===== src/rtl/gem_match_scheduler.sv =====
// Time-multiplexed ALCT/CLCT/GEM position matcher: walks 16 GEM clusters through one
// shared window comparator and reports the best ALCT-CLCT pairing.
module gem_match_scheduler #(
   parameter int unsigned MXCLUSTER_CHAMBER = 8,
   parameter int unsigned MXADR             = 4
) (
   input  logic             i_clock,
   input  logic             i_reset,
   input  logic             i_start,
   input  logic             i_match_en,
   input  logic             i_alct0_vpf,
   input  logic             i_alct1_vpf,
   input  logic [6:0]       i_alct0_wg,
   input  logic [6:0]       i_alct1_wg,
   input  logic             i_clct0_vpf,
   input  logic             i_clct1_vpf,
   input  logic [9:0]       i_clct0_xky,
   input  logic [9:0]       i_clct1_xky,
   output logic             o_clu_rd_en,
   output logic [MXADR-1:0] o_clu_rd_adr,
   input  logic             i_clu_vpf,
   input  logic [6:0]       i_clu_wg_lo,
   input  logic [6:0]       i_clu_wg_hi,
   input  logic [9:0]       i_clu_xky_lo,
   input  logic [9:0]       i_clu_xky_hi,
   input  logic             i_clu_copad,
   output logic             o_busy,
   output logic             o_done,
   output logic [3:0]       o_pair_gem_hit,
   output logic [3:0]       o_pair_copad_hit,
   output logic [3:0]       o_pri_best,
   output logic [MXADR-1:0] o_best_cluster,
   output logic             o_start_lost
);

   localparam logic [MXADR-1:0] LastAdr  = MXADR'(2 * MXCLUSTER_CHAMBER - 1);
   localparam logic [MXADR-1:0] GemBAdr  = MXADR'(MXCLUSTER_CHAMBER);

   typedef enum logic [1:0] {StIdle, StRead, StDrain, StEncode} state_t;

   state_t                     r_state, w_state_nxt;
   logic                       w_accept;
   logic [MXADR-1:0]           r_adr;
   logic                       r_dvalid;
   logic [MXADR-1:0]           r_dadr;

   logic [1:0]                 r_alct_vpf, r_clct_vpf;
   logic [1:0][6:0]            r_alct_wg;
   logic [1:0][9:0]            r_clct_xky;
   logic                       r_match_en;

   logic [3:0]                 r_gem_hit, r_copad_hit;
   logic [3:0][MXADR-1:0]      r_gem_adr, r_copad_adr;

   logic [1:0]                 w_alct_m, w_clct_m;
   logic [3:0]                 w_pair_hit, w_copad_hit;
   logic [3:0]                 w_gem_nxt, w_copad_nxt;
   logic [3:0][MXADR-1:0]      w_gem_adr_nxt, w_copad_adr_nxt;
   logic [1:0]                 w_idx;
   logic [3:0]                 w_pri;
   logic [MXADR-1:0]           w_best;

   logic                       r_done;
   logic [3:0]                 r_pair_gem_hit, r_pair_copad_hit, r_pri_best;
   logic [MXADR-1:0]           r_best_cluster;
   logic                       r_start_lost;

   always_comb begin
      w_state_nxt = r_state;
      w_accept    = 1'b0;
      o_busy      = 1'b1;
      o_clu_rd_en = 1'b0;
      unique case (r_state)
         StIdle: begin
            o_busy = 1'b0;
            if (i_start) begin
               w_accept    = 1'b1;
               w_state_nxt = StRead;
            end
         end
         StRead: begin
            o_clu_rd_en = 1'b1;
            if (r_adr == LastAdr) w_state_nxt = StDrain;
         end
         StDrain:  w_state_nxt = StEncode;
         StEncode: w_state_nxt = StIdle;
         default:  w_state_nxt = StIdle;
      endcase
   end

   // Compare stage works on the data returned for the address issued last cycle.
   always_comb begin
      w_alct_m = '0;
      w_clct_m = '0;
      if (r_dvalid && i_clu_vpf) begin
         w_alct_m[0] = r_alct_vpf[0] && (i_clu_wg_lo <= r_alct_wg[0]) &&
                       (r_alct_wg[0] <= i_clu_wg_hi);
         w_alct_m[1] = r_alct_vpf[1] && (i_clu_wg_lo <= r_alct_wg[1]) &&
                       (r_alct_wg[1] <= i_clu_wg_hi);
         w_clct_m[0] = r_clct_vpf[0] && (i_clu_xky_lo <= r_clct_xky[0]) &&
                       (r_clct_xky[0] <= i_clu_xky_hi);
         w_clct_m[1] = r_clct_vpf[1] && (i_clu_xky_lo <= r_clct_xky[1]) &&
                       (r_clct_xky[1] <= i_clu_xky_hi);
      end
      w_pair_hit  = {w_alct_m[1] & w_clct_m[1], w_alct_m[1] & w_clct_m[0],
                     w_alct_m[0] & w_clct_m[1], w_alct_m[0] & w_clct_m[0]} & {4{r_match_en}};
      w_copad_hit = (i_clu_copad && (r_dadr < GemBAdr)) ? w_pair_hit : 4'b0000;
   end

   always_comb begin
      w_gem_nxt       = r_gem_hit | w_pair_hit;
      w_copad_nxt     = r_copad_hit | w_copad_hit;
      w_gem_adr_nxt   = r_gem_adr;
      w_copad_adr_nxt = r_copad_adr;
      for (int p = 0; p < 4; p++) begin
         if (w_pair_hit[p] && !r_gem_hit[p])    w_gem_adr_nxt[p]   = r_dadr;
         if (w_copad_hit[p] && !r_copad_hit[p]) w_copad_adr_nxt[p] = r_dadr;
      end
      // Copad outranks gem-only; the downward scan leaves the lowest pair index.
      w_idx  = 2'b00;
      w_pri  = 4'b0000;
      w_best = '0;
      if (|w_copad_nxt) begin
         for (int p = 3; p >= 0; p--) if (w_copad_nxt[p]) w_idx = 2'(p);
         w_pri  = {2'b11, w_idx};
         w_best = w_copad_adr_nxt[w_idx];
      end else if (|w_gem_nxt) begin
         for (int p = 3; p >= 0; p--) if (w_gem_nxt[p]) w_idx = 2'(p);
         w_pri  = {2'b10, w_idx};
         w_best = w_gem_adr_nxt[w_idx];
      end
   end

   always_ff @(posedge i_clock) begin
      if (i_reset) begin
         r_state          <= StIdle;
         r_adr            <= '0;
         r_dvalid         <= 1'b0;
         r_dadr           <= '0;
         r_alct_vpf       <= '0;
         r_clct_vpf       <= '0;
         r_alct_wg        <= '0;
         r_clct_xky       <= '0;
         r_match_en       <= 1'b0;
         r_gem_hit        <= '0;
         r_copad_hit      <= '0;
         r_gem_adr        <= '0;
         r_copad_adr      <= '0;
         r_done           <= 1'b0;
         r_pair_gem_hit   <= '0;
         r_pair_copad_hit <= '0;
         r_pri_best       <= '0;
         r_best_cluster   <= '0;
         r_start_lost     <= 1'b0;
      end else begin
         r_state  <= w_state_nxt;
         r_dvalid <= o_clu_rd_en;
         r_dadr   <= r_adr;
         if (w_accept) begin
            r_adr       <= '0;
            r_alct_vpf  <= {i_alct1_vpf, i_alct0_vpf};
            r_clct_vpf  <= {i_clct1_vpf, i_clct0_vpf};
            r_alct_wg   <= {i_alct1_wg, i_alct0_wg};
            r_clct_xky  <= {i_clct1_xky, i_clct0_xky};
            r_match_en  <= i_match_en;
            r_gem_hit   <= '0;
            r_copad_hit <= '0;
            r_gem_adr   <= '0;
            r_copad_adr <= '0;
         end else begin
            if (o_clu_rd_en) r_adr <= r_adr + MXADR'(1);
            r_gem_hit   <= w_gem_nxt;
            r_copad_hit <= w_copad_nxt;
            r_gem_adr   <= w_gem_adr_nxt;
            r_copad_adr <= w_copad_adr_nxt;
         end
         // Results include the last-address data compared during DRAIN.
         r_done <= (r_state == StDrain);
         if (r_state == StDrain) begin
            r_pair_gem_hit   <= w_gem_nxt;
            r_pair_copad_hit <= w_copad_nxt;
            r_pri_best       <= w_pri;
            r_best_cluster   <= w_best;
         end
         if (i_start && o_busy) r_start_lost <= 1'b1;
      end
   end

   assign o_clu_rd_adr     = r_adr;
   assign o_done           = r_done;
   assign o_pair_gem_hit   = r_pair_gem_hit;
   assign o_pair_copad_hit = r_pair_copad_hit;
   assign o_pri_best       = r_pri_best;
   assign o_best_cluster   = r_best_cluster;
   assign o_start_lost     = r_start_lost;

endmodule


===== config.mk =====
export PLATFORM = sky130hd
export DESIGN_NAME = gem_match_scheduler
export DESIGN_NICKNAME = d
export VERILOG_FILES = /design/src/rtl/gem_match_scheduler.sv
export SDC_FILE = /design/constraint.sdc
export NUM_CORES = 1
export LEC_CHECK = 0
export CAP_MARGIN = 5
export CORE_UTILIZATION = 25
export CTS_BUF_LIST = sky130_fd_sc_hd__clkbuf_16
export CTS_CLUSTER_DIAMETER = 120
export CTS_CLUSTER_SIZE = 40
export DETAILED_ROUTE_END_ITERATION = 8
export PLACE_DENSITY = 0.56
export SLEW_MARGIN = 20
export SYNTH_ARGS = -nofsm -noshare
export SYNTH_HDL_FRONTEND = slang
export SYNTH_SLANG_ARGS = --single-unit

===== constraint.sdc =====
create_clock -name i_clock -period 3.6 [get_ports i_clock]
set_clock_uncertainty 0.2 [all_clocks]
set_input_delay 0.54 -clock i_clock [delete_from_list [all_inputs] [get_ports i_clock]]
set_output_delay 0.54 -clock i_clock [all_outputs]
set_load 0.01 [all_outputs]

======== After elaboration in Yosys (flattened, before gate mapping) ========
Index checks and enable logic that the tools add are counted.
storage, ports and cells
  input bits .............................. 78
  output and inout bits ................... 24
  logic and storage cells ................. 121
  register bits ........................... 108
operators by class
  equal/unequal tests ..................... 6
  add/subtract/negate cells ............... 1
  reduce and logical (&&, ||, !) cells .... 32
  order comparisons ....................... 11
  bitwise operators ....................... 7
  mux-type cells .......................... 37
operators with widths
  cell                                                                    number
  4-bit 2-to-1 mux                                                        15
  10-bit <= comparator                                                    4
  2-bit 2-to-1 mux                                                        15
  7-bit <= comparator                                                     4
  1-bit logical AND                                                       19
  4-bit binary-select mux with 2-bit select                               2
  1-bit logical NOT                                                       8
  4-bit OR                                                                2
  2-bit one-hot mux with 4 select lines                                   1
  4-bit OR reduction                                                      2
  2-bit by 3-bit < comparator with 1-bit output (second input constant)   2
  4-bit by 1-bit adder with 4-bit output (second input constant)          1
  1-bit AND                                                               4
  4-bit AND                                                               1
  2-bit equality test (second input constant)                             2
  4-bit equality test (second input constant)                             1
  4-bit < comparator (second input constant)                              1
  1-bit 2-to-1 mux                                                        4
  2-bit inequality test (second input constant)                           2
  2-bit by 1-bit equality test with 1-bit output (second input constant)  1
  2-bit logical NOT                                                       1
  2-bit AND reduction                                                     1
  2-bit OR reduction                                                      1

======== Depth between registers and ports, before layout ========
Gate-level depths: netlist (run 1).
  word-level depth ........................ 17
  mapped depth ............................ 14
  mapped depth without buffers ............ 12

======== Worst setup path after synthesis (run 1) ========
No wires, ideal clock.
  kind .................................... in2reg
  from .................................... input i_clu_xky_hi[5]
  to ...................................... register r_best_cluster[3] (netlist: o_best_cluster[3])
  arrival ................................. 3198 ps
  stages on the path ...................... 13
  library setup time ...................... 67 ps
  path slack .............................. 135 ps
  path through ............................ inv_1 ha_1 nand4_1 a211oi_1 a2111oi_2 o221a_2 buf_6 o41a_4 o211ai_4 mux2_2 or3_1 a41o_1 o21ai_2
between the ends
  cells in the longest elaborated chain, start to end .. 16
ends and longest elaborated chain
  element                                    RTL line  source
  start, declared                            25        input logic [9:0] i_clu_xky_hi,
  10-bit <= comparator                       103       (r_clct_xky[1] <= i_clu_xky_hi);
  1-bit logical AND                          102       w_clct_m[1] = r_clct_vpf[1] && (i_clu_xky_lo <= r_clct_xky[1]) &&
  2-bit 2-to-1 mux *                         95        if (r_dvalid && i_clu_vpf) begin
  1-bit AND                                  105       w_pair_hit = {w_alct_m[1] & w_clct_m[1], w_alct_m[1] & w_clct_m[0],
  4-bit AND *                                106       w_alct_m[0] & w_clct_m[1], w_alct_m[0] & w_clct_m[0]} & {4{r_match_en}};
  4-bit OR                                   111       w_gem_nxt = r_gem_hit | w_pair_hit;
  2-bit 2-to-1 mux (4 in a row)              128       for (int p = 3; p >= 0; p--) if (w_gem_nxt[p]) w_idx = 2'(p);
  2-bit 2-to-1 mux                           127       end else if (|w_gem_nxt) begin
  2-bit 2-to-1 mux                           123       if (|w_copad_nxt) begin
  4-bit binary-select mux with 2-bit select  130       w_best = w_gem_adr_nxt[w_idx];
  4-bit 2-to-1 mux (not written as such)     130
  4-bit 2-to-1 mux                           127
  4-bit 2-to-1 mux *                         123
  end signal, assigned                       183       r_best_cluster <= w_best;
  end, declared                              65        logic [MXADR-1:0] r_best_cluster;
Every way passes the cells marked *; elsewhere a longest branch is shown, timed or not. The select of a mux whose other input is x is not followed.
A chain may end at the register's enable or synchronous reset.

======== Worst setup path after layout (run 1) ========
  from .................................... input i_clu_xky_hi[0]
  to ...................................... register r_best_cluster[3] (netlist: o_best_cluster[3])
The elaborated chain is that of the path after synthesis.

==> results of run 1 <==
-- state kept, by name, summed over array words and instances (netlist names), 4 cells and up --
signal,flops
o_best_cluster,4
o_clu_rd_adr,4
o_pair_copad_hit,4
o_pair_gem_hit,4
o_pri_best,4
r_alct_wg,14
r_clct_xky,20
r_copad_adr,16
r_copad_hit,4
r_dadr,4
r_gem_adr,16
r_gem_hit,4
-- worst max-delay path, cell delays in order --
cell and delay [ns]:
clkdlybuf4s50_1 0.48, ha_1 0.22, nand2b_1 0.15, a211oi_2 0.29, a2111oi_4 0.10, o221a_4 0.29
o41a_4 0.47, o211ai_4 0.11, mux2_4 0.32, or3_1 0.37, a41o_1 0.22, o21ai_2 0.05
-- power by group --
group          internal (W)  leakage [nW]  total (W)  switching [W]
Combinational      0.000730          2.75    0.00156       0.000834
Clock              0.000553         0.146    0.00106       0.000506
Sequential          0.00138         0.881    0.00155       0.000170
-- layout by cell type, fill, tap and decap left out, types with 7 or more instances in the layout --
cell / instances
nand2_1: 112
dfxtp_1: 103
buf_4: 92
clkdlybuf4s50_1: 80
a21oi_1: 75
nor2_1: 73
ha_1: 52
inv_1: 51
mux2i_1: 21
ha_4: 20
dlymetal6s2s_1: 16
a21o_1: 14
nand4_1: 12
nor3_1: 12
o21ai_0: 11
inv_2: 10
nand3_1: 10
a211oi_1: 10
nand2b_1: 9
clkbuf_16: 9
a211oi_2: 8
a31oi_1: 7
-- cells in the mapped netlist, types with 3 or more instances --
| library cell | count |
|---|---|
| and3_1 | 3 |
| and2_1 | 5 |
| buf_6 | 3 |
| a21o_1 | 14 |
| clkbuf_1 | 27 |
| mux2i_1 | 21 |
| nand2_1 | 113 |
| o32ai_1 | 3 |
| dfxtp_1 | 108 |
| o221ai_1 | 3 |
| nand3b_1 | 5 |
| a21oi_1 | 79 |
| a211oi_1 | 18 |
| a31oi_1 | 8 |
| o31ai_1 | 6 |
| ha_1 | 72 |
| o21ai_0 | 14 |
| buf_2 | 4 |
| o211ai_1 | 6 |
| nor2b_1 | 6 |
| nand2b_1 | 10 |
| nand4_1 | 12 |
| nor2_1 | 75 |
| o21bai_1 | 5 |
| nor3_1 | 13 |
| inv_1 | 61 |
| or3_1 | 5 |
| nand3_1 | 11 |
-- per-stage QoR --
step	setup TNS, ns	instances	hold slack (ns)	power, W	worst slack (ns)
6_report	0	1270	0.259	0.00417	0.0696
5_1_grt	-0.0583	1270	0.299	0.00447	-0.0265
4_1_cts	-0.00203	1260	0.255	0.00410	-0.00203
3_5_place_dp	-4.43	1237	0.244	0.00297	-0.585
3_3_place_gp	-4.38	1237	0.243	0.00295	-0.603
2_1_floorplan	0	767	0.213	0.00236	0.135
-- per-layer routing --
layer  up-vias  global-route usage  share of wire
li1       3039                   -              -
met1      2756               0.194           0.46
met4         0              0.0455          0.017
met3        22              0.0320          0.046
met2       125               0.250           0.47
met5         -                   0              0
-- worst paths after layout --
kind	endpoint	slack, ns	cells after the start
hold reg to reg	r_alct_vpf[0]	0.26	2
setup reg to reg	o_best_cluster[3]	0.09	13
hold / removal	r_alct_vpf[0]	0.26	2
setup / recovery	o_best_cluster[3]	0.07	12
-- layout make-up --
type                    count  area [µm²]
clock inverters             7        85.1
flip-flops and latches    108        2180
inverters                  61         229
fillers                  2537       15300
multi-input cells         562        4290
well taps                 324         405
repair buffers            199        1820
clock buffers               9         225
-- cell families (layout without fill, tap and decap cells) --
logic type | after synthesis | after routing | share of synthesized area
multiplexers | 22 | 22 | 0.0351
adder cells (fa/ha/maj) | 72 | 72 | 0.143
XOR/XNOR | 3 | 3 | 0.00417
flip-flops | 108 | 108 | 0.343
AND/OR/NAND/NOR | 274 | 274 | 0.205
AO/OA/AOI/OAI | 191 | 191 | 0.208
buffers and inverters | 97 | 276 | 0.0621
-- what timing repair did --
action                     CTS  global route
pin swaps                   28            50
setup endpoints to repair    4             8
setup buffers                7            10
resized for setup           34            79
==> results.yml, run 1 <==
layout:
  nets: 1091
  diodes: 0
  drive_above_1_share: 0.220
  stdcell_area_um2: 9220
  finish.utilization: 0.376
  area_growth_pct: 46.3
status:
  status: "finished, final reports clean"
worst_setup_path:
  cp_data_required_time_ns: 3.70
  cp-start-kind: "primary input"
  crit_fanout: 7
  crit_path_end_kind: "flop"
  arrival_ns: 3.63
  worstReg2RegStart: "r_clct_xky[13]"
  critPathKind: "primary input to flop"
  crit_path_start: "i_clu_xky_hi[0]"
yosys:
  avgSynthCellArea_um2: 8.22
  synth_cells: 767
  syn_area_um2: 6300
  synth-seq-cells: 108
  yosysTopAreaCell: "dfxtp_1"
  synth_ff_type: "dfxtp_1"
  synthesis.nets: 917
  synth-async-reset-ratio: 0
  ys_warn_count: 0
  ys_top_cells_by_area: "dfxtp_1, ha_1, nand2_1"
  synth_top_cell_area_share: 0.343
  synth_edf_count: 0
  seq_area_frac_synth: 0.343
  ys_types: 74
placed_design:
  place_congestion: 0.893
  place_hpwl_um: 14800
  place_area_um2: 8180
  io_buffer_count: 101
job:
  maxCapViolations: 0
timing:
  setup_violations: 0
  grt_setup_unrepaired: "yes"
  max-slew-margin-rel: 0.598
  period_share: 0.981
  min_period_ns: 3.53
  hold_viol: 0
  worstMarginPinSlew_ns: 0.603
  drv_slew: 0
  max_freq_mhz: 283
floorplan:
  io_pins: 102
  start_util: 0.257
  die_h_um: 161
  die_x_um: 161
  dieArea_um2: 25900
  fp-row-count: 57
  core_um2: 24500
grt:
  gr-total-overflow: 0
  antenna_found_initial: 0
  grt_pass1_wl_um: 30500
  grt_max_degree: 45
  track_usage: 0.150
  grt_pass1_vias: 5770
route:
  drtPass1Iterations: 4
  vias: 5942
  avgViaCountPerCell: 4.68
  first_iter_violations: 372
  ant_nets: 0
  drc: 0
  routedWlPerCell_um: 15.5
  routed_wirelength_um: 19700
power_and_ir_drop:
  power_per_cell_area_nw_per_um2: 452
  p_leak_nw: 3.77
  vdd_drop_max_mv: 0.234
clock_tree:
  clkTransAtPathRegs_ns: 0.08
  cts_root_buf: "clkbuf_16"
  cts_tree: "yes"
  clock_latency_ns: 0.36
  ctsHoldBuffers: 0
  cts_sinks: 108
  h-tree-depth: 3
  cts_buffer_depth: 2
  cts_buffers: 9
min_path:
  hold_start: "r_alct_vpf[0]"
  min_path_type: "flop to flop"
Power figures use the tool's default switching activity.
==> run 2: changes to the inputs <==
CTS_BUF_LIST = sky130_fd_sc_hd__clkbuf_8 sky130_fd_sc_hd__clkbuf_16   (was sky130_fd_sc_hd__clkbuf_16)
==> results of run 2 <==
Same layout as run 1: the final DEF is identical, and so are final timing and power.
==> run 3: changes to the inputs <==
CTS_CLUSTER_SIZE = unset   (was 40)
==> results of run 3 <==
Same layout as run 1: the final DEF is identical, and so are final timing and power.
